**src/rtl/spi_pkg.sv**
```systemverilog
// Shared state type and constants for the SPI master transfer sequencer.
package spi_pkg;

    localparam int SPI_DIV_W = 8;

    typedef enum logic [2:0] {
        IDLE,
        CFG,
        SETUP,
        XFER,
        HOLD,
        DONE
    } spi_ctrl_state_e;

endpackage

```
**src/rtl/spi_master_shifter.sv**
```systemverilog
// TX/RX shift registers for an MSB-first SPI transfer.
// The transmit word is left-aligned on load so the MSB is always the next bit out.
module spi_master_shifter #(
    parameter int DATA_W = 8,
    parameter int LEN_W  = $clog2(DATA_W) + 1
) (
    input  logic              clk,
    input  logic              rstn,
    input  logic              load,
    input  logic [DATA_W-1:0] tx_data,
    input  logic [LEN_W-1:0]  load_len,
    input  logic              mosi_load,
    input  logic              shift_tx,
    input  logic              shift_rx,
    input  logic              miso,
    output logic              mosi,
    output logic [DATA_W-1:0] rx_shift
);

    logic [DATA_W-1:0] tx_q, tx_d;
    logic [DATA_W-1:0] rx_q, rx_d;
    logic              mosi_q, mosi_d;

    always_comb begin
        tx_d   = tx_q;
        rx_d   = rx_q;
        mosi_d = mosi_q;
        if (load) begin
            tx_d = tx_data << (LEN_W'(DATA_W) - load_len);
            rx_d = '0;
        end else begin
            // mosi is a register so it only moves on SETUP entry or a counted fall.
            if (mosi_load) begin
                mosi_d = tx_q[DATA_W-1];
            end
            if (shift_tx) begin
                tx_d   = tx_q << 1;
                mosi_d = tx_q[DATA_W-2];
            end
            if (shift_rx) begin
                rx_d = {rx_q[DATA_W-2:0], miso};
            end
        end
    end

    always_ff @(posedge clk or negedge rstn) begin
        if (!rstn) begin
            tx_q   <= '0;
            rx_q   <= '0;
            mosi_q <= 1'b0;
        end else begin
            tx_q   <= tx_d;
            rx_q   <= rx_d;
            mosi_q <= mosi_d;
        end
    end

    assign mosi     = mosi_q;
    assign rx_shift = rx_q;

endmodule

```
**src/rtl/spi_master_ctrl.sv**
```systemverilog
// Transfer sequencer for one SPI mode-0 master channel: frames cs_n, programs and
// enables the clock generator, and steps the shifter on its rise/fall pulses.
module spi_master_ctrl
    import spi_pkg::*;
#(
    parameter int DATA_W   = 8,
    parameter int LEN_W    = $clog2(DATA_W) + 1,
    parameter int CS_SETUP = 2,
    parameter int CS_HOLD  = 2
) (
    input  logic                 clk,
    input  logic                 rstn,
    input  logic                 start,
    input  logic                 abort,
    input  logic [DATA_W-1:0]    tx_data,
    input  logic [LEN_W-1:0]     bit_len,
    input  logic [SPI_DIV_W-1:0] div_cfg,
    output logic                 busy,
    output logic                 done,
    output logic [DATA_W-1:0]    rx_data,
    output logic                 cs_n,
    output logic                 mosi,
    input  logic                 miso,
    output logic                 clk_en,
    output logic [SPI_DIV_W-1:0] clk_div,
    output logic                 clk_div_valid,
    input  logic                 spi_rise,
    input  logic                 spi_fall
);

    localparam int TMR_MAX = (CS_SETUP > CS_HOLD) ? CS_SETUP : CS_HOLD;
    localparam int TMR_W   = $clog2(TMR_MAX + 1);

    spi_ctrl_state_e state_q, state_d;

    logic [LEN_W-1:0]     len_q, len_d;
    logic [LEN_W-1:0]     rise_cnt_q, rise_cnt_d;
    logic [TMR_W-1:0]     tmr_q, tmr_d;
    logic [SPI_DIV_W-1:0] div_q, div_d;
    logic [DATA_W-1:0]    rx_data_q, rx_data_d;

    logic [LEN_W-1:0]  n_eff;
    logic [LEN_W-1:0]  rise_seen;
    logic [DATA_W-1:0] rx_shift;
    logic              load, mosi_load, shift_tx, shift_rx, fall_ok, fall_last;
    logic              setup_end, hold_end;

    // Event decode; abort takes priority over any clkgen pulse in the same cycle.
    always_comb begin
        n_eff     = (bit_len == '0 || bit_len > LEN_W'(DATA_W)) ? LEN_W'(DATA_W) : bit_len;
        load      = (state_q == IDLE) && start;
        mosi_load = (state_q == CFG) && !abort;
        shift_rx  = (state_q == XFER) && spi_rise && !abort;
        fall_ok   = (state_q == XFER) && spi_fall && !abort;
        rise_seen = rise_cnt_q + {{(LEN_W-1){1'b0}}, shift_rx};
        shift_tx  = fall_ok && (rise_seen < len_q);
        fall_last = fall_ok && (rise_seen == len_q);
        setup_end = (tmr_q == TMR_W'(CS_SETUP - 1));
        hold_end  = (tmr_q == TMR_W'(CS_HOLD - 1));
    end

    always_ff @(posedge clk or negedge rstn) begin
        if (!rstn) begin
            state_q <= IDLE;
        end else begin
            state_q <= state_d;
        end
    end

    always_comb begin
        state_d = state_q;
        case (state_q)
            IDLE:  if (start) state_d = CFG;
            CFG:   state_d = abort ? HOLD : SETUP;
            SETUP: begin
                if (abort) begin
                    state_d = HOLD;
                end else if (setup_end) begin
                    state_d = XFER;
                end
            end
            XFER:  if (abort || fall_last) state_d = HOLD;
            HOLD:  if (hold_end) state_d = DONE;
            DONE:  state_d = IDLE;
            default: state_d = IDLE;
        endcase
    end

    always_comb begin
        len_d      = len_q;
        div_d      = div_q;
        rise_cnt_d = rise_cnt_q;
        rx_data_d  = rx_data_q;
        tmr_d      = '0;
        if (load) begin
            len_d      = n_eff;
            div_d      = div_cfg;
            rise_cnt_d = '0;
        end
        if (shift_rx) begin
            rise_cnt_d = rise_seen;
        end
        // The timer restarts on every state change, so it counts cycles spent in SETUP/HOLD.
        if ((state_q == state_d) && (state_q == SETUP || state_q == HOLD)) begin
            tmr_d = tmr_q + 1'b1;
        end
        if (state_q == HOLD && state_d == DONE) begin
            rx_data_d = rx_shift;
        end
    end

    always_ff @(posedge clk or negedge rstn) begin
        if (!rstn) begin
            len_q      <= '0;
            div_q      <= '0;
            rise_cnt_q <= '0;
            tmr_q      <= '0;
            rx_data_q  <= '0;
        end else begin
            len_q      <= len_d;
            div_q      <= div_d;
            rise_cnt_q <= rise_cnt_d;
            tmr_q      <= tmr_d;
            rx_data_q  <= rx_data_d;
        end
    end

    always_comb begin
        busy          = (state_q == CFG) || (state_q == SETUP) || (state_q == XFER) || (state_q == HOLD);
        done          = (state_q == DONE);
        cs_n          = !((state_q == SETUP) || (state_q == XFER) || (state_q == HOLD));
        clk_en        = (state_q == XFER);
        clk_div_valid = (state_q == CFG);
        clk_div       = div_q;
        rx_data       = rx_data_q;
    end

    spi_master_shifter #(
        .DATA_W (DATA_W),
        .LEN_W  (LEN_W)
    ) u_shifter (
        .clk       (clk),
        .rstn      (rstn),
        .load      (load),
        .tx_data   (tx_data),
        .load_len  (n_eff),
        .mosi_load (mosi_load),
        .shift_tx  (shift_tx),
        .shift_rx  (shift_rx),
        .miso      (miso),
        .mosi      (mosi),
        .rx_shift  (rx_shift)
    );

endmodule
```
**config.mk**
```make
export PLATFORM = sky130hd
export DESIGN_NAME = spi_master_ctrl
export DESIGN_NICKNAME = d
export VERILOG_FILES = /design/src/rtl/spi_pkg.sv /design/src/rtl/spi_master_shifter.sv /design/src/rtl/spi_master_ctrl.sv
export SDC_FILE = /design/constraint.sdc
export NUM_CORES = 1
export LEC_CHECK = 0
export ABC_AREA = 1
export CAP_MARGIN = 10
export CELL_PAD_IN_SITES_DETAIL_PLACEMENT = 1
export CELL_PAD_IN_SITES_GLOBAL_PLACEMENT = 2
export CORE_UTILIZATION = 28
export CTS_BUF_LIST = sky130_fd_sc_hd__clkbuf_4
export DETAILED_ROUTE_END_ITERATION = 10
export PLACE_DENSITY_LB_ADDON = 0.25
export SYNTH_ARGS = -nofsm -noshare
export SYNTH_HDL_FRONTEND = slang
export SYNTH_SLANG_ARGS = --single-unit
export TNS_END_PERCENT = 5
```
**constraint.sdc**
```tcl
create_clock -name clk -period 2.6 [get_ports clk]
set_clock_uncertainty 0.05 [all_clocks]
set_input_delay 0.52 -clock clk [delete_from_list [all_inputs] [get_ports clk]]
set_output_delay 0.52 -clock clk [all_outputs]
set_load 0.005 [all_outputs]
```
==> metrics.txt <==
final worst slack roughly 65 ps; pin count of the biggest net entering global routing 47; dpl hpwl about 4600 um; Synth Instances between 300 and 400; routability cong. about 0.8; Post-Synthesis Cell Area roughly 0.0024 mm2; CTS root buffer clkbuf_4; # diodes 0; outcome finished, final reports clean; worst min path class in2async; area used by multi-input combinational logic 0.001170 mm2; Pre-antenna DRT Iters 6; Vias around 2,200; Min Clock Period, post-route 2535 ps; count of final setup violators 0; Seq/Total Area, Yosys between 40% and 50%; Fill cells between 1,000 and 1,500; Clk Latency, worst-skew pair ~360 ps; design area about 0.0033 mm2; Placed Cells incl. Taps between 400 and 500; Tot Pwr 2.754 mW; FF+latch area 0.001151 mm2; top-area cell type share of the netlist area 47.35%; Post-route DRC 0; final core utilization 40.21%; Setup CP Type in2reg; DR vias/cell 4.646; startpoint type of the worst setup path input port; Worst setup EP type flop; Final Non-Filler Cells between 400 and 500; PortBufs 48; Max Clk Rate 394.4 MHz; max_cap viols 0; hold_buf cts 0; antenna-violating nets left 0; dominant cells by area after synthesis dfrtp_1, nand2_1, inv_1; Cell variety after synth 33; DRT iter0 DRCs 49; Synth area leader dfrtp_1; Ys Warns 0; Area Growth Syn to Fin 37.26%; initial antenna violation count 0; CTS tree yes; Total Wirelength about 6000 um; Final period util ~98%; Final Max Tran Viols 0; Crit Path Max Fanout 8; Ports 49; DP Area 0.003141 mm2; number of global-route vias before repair between 2,000 and 2,500; pwr dens 825.4 mW/mm2; CORE AREA slightly above 0.008 mm2; crit path DAT between 2000 and 3000 ps; Crit path required time between 2000 and 3000 ps; Static Leak 1.612 nW; die extent in x ~95 um; Seq cells post-synth 46; Hold Violations, Final 0; Nets 407; Num Clock Sinks between 40 and 50; Overall Global Routing Usage ~15%; H-tree depth 2; global-route wire length before repair around 11,000 um; placement row count 33; Die Ht 95.18 um; Clock Path Buffers 2; Avg Inst Size Synth 8.077 um2; Slew headroom approximately 61%; RSZ-0062 raised after global routing true; Least-Margin Pin Slew about 590 ps; Peak VDD IR just under 0.2 mV; fraction of layout cells with a size suffix above 1 17.47%; die area between 0.009 and 0.01 mm2; Mapped Nets around 340; register-to-register setup slack roughly 70 ps; WL per Instance approximately 13 um; global route overflow 0; pre-CTS setup slack -448.3 ps; Reg clk slew, reported paths about 140 ps; CTS Buf Count 5; Initial Utilization between 20% and 30%
[metrics by stage]
stage | TNS (ps) | hold WS (ps)
floorplan | 0 | 174.4
global placement | -4058 | 371.9
detailed placement | -4838 | 388.2
CTS | 0 | 198.8
global route | -759.3 | 225.7
finish | 0 | 161.2
[power by group]
| part | switching [mW] | total [mW] | internal, mW | leakage [nW] |
|---|---|---|---|---|
| clock | 0.230 | 0.455 | 0.225 | 0.0463 |
| combinational | 0.645 | 1.24 | 0.596 | 0.966 |
| sequential | 0.122 | 1.06 | 0.936 | 0.600 |
| total | 0.997 | 2.75 | 1.76 | 1.61 |
[Yosys cell counts, drive strengths merged]
cell	count
ha	9
inv	40
buf	3
a21oi	11
o221ai	1
dfrtp	46
a31oi	1
o21ai	30
a22o	2
o21a	1
xnor2	1
o211ai	1
clkbuf	5
xor2	2
or2	1
nor3	2
nand3	31
mux2	2
o21bai	1
nand4	6
nand2	81
o31ai	1
nor2	23
[sequential cells by signal, indices dropped and copies added, names as in the netlist]
signal              cells
clk_div                 8
u_shifter.rx_shift      8
tmr_q                   2
rise_cnt_q              4
state_q                 3
u_shifter.tx_q          8
len_q                   4
rx_data                 8
u_shifter.mosi          1
[layout make-up]
cell class              count  area share, %
multi-input cells         207          35.06
clock buffers               7          1.575
clock inverters             1         0.8999
well taps                 105          3.937
flip-flops and latches     46          34.50
repair buffers             71          19.54
inverters                  40          4.499
[critical path, stage by stage]
cell,delay [ps]
clkdlybuf4s50_1,430
inv_1,100
nand3_2,90
inv_2,80
ha_4,150
nand3_1,80
xor2_1,190
ha_1,330
a21oi_2,160
nand3_2,130
buf_6,170
o21ai_1,120
nand3_1,90
nand2_1,60
inv_1,30
[path summary, 6_finish.rpt]
| kind | end | depth (start not counted) | startpoint |
|---|---|---|---|
| worst max-delay path | u_shifter.tx_q[6]$_DFFE_PN0P_ | 15 | abort |
| worst min-delay path | state_q[2]$_DFF_PN0_ | 2 | rstn |
| worst max register to register | u_shifter.tx_q[6]$_DFFE_PN0P_ | 17 | state_q[1]$_DFF_PN0_ |
| worst min register to register | tmr_q[0]$_DFF_PN0_ | 1 | tmr_q[0]$_DFF_PN0_ |
| max in group asynchronous | u_shifter.tx_q[2]$_DFFE_PN0P_ | 2 | rstn |
| min in group clk | tmr_q[0]$_DFF_PN0_ | 1 | tmr_q[0]$_DFF_PN0_ |
[cell families (layout without fill, tap and decap cells)]
logic type | after synthesis | in the layout | synth area share, %
AO/OA/AOI/OAI | 49 | 49 | 11.17
XOR/XNOR | 3 | 3 | 1.081
adder cells (fa/ha/maj) | 9 | 9 | 4.632
buffers and inverters | 48 | 119 | 7.823
flip-flops | 46 | 46 | 47.35
multiplexers | 2 | 2 | 0.9263
AND/OR/NAND/NOR | 144 | 144 | 27.02
[cells in the final DEF (no fill, tap or decap), types with 7 or more instances in the layout]
| master | Yosys | layout |
|---|---|---|
| clkbuf_4 | 0 | 7 |
| nand2_1 | 76 | 74 |
| clkdlybuf4s50_1 | 0 | 47 |
| nor2_1 | 19 | 18 |
| dfrtp_1 | 46 | 46 |
| o21ai_0 | 27 | 26 |
| nand3_1 | 28 | 25 |
| inv_1 | 39 | 37 |
| buf_4 | 0 | 22 |
| a21oi_1 | 10 | 8 |
[repair_timing]
action,CTS,global route
pin swaps,0,5
resized for setup,6,11
endpoints found under the setup margin,8,13
setup buffers,1,3
[metal layers]
layer	share of wire (%)	vias to the layer above	GRT usage, %
met5	0	-	0
li1	-	1115	-
met1	45	1063	18.27
met4	1.1	0	3.409
met2	52	32	26.49
met3	2.5	6	2.472
No activity file was read; power rests on OpenSTA's default activity.
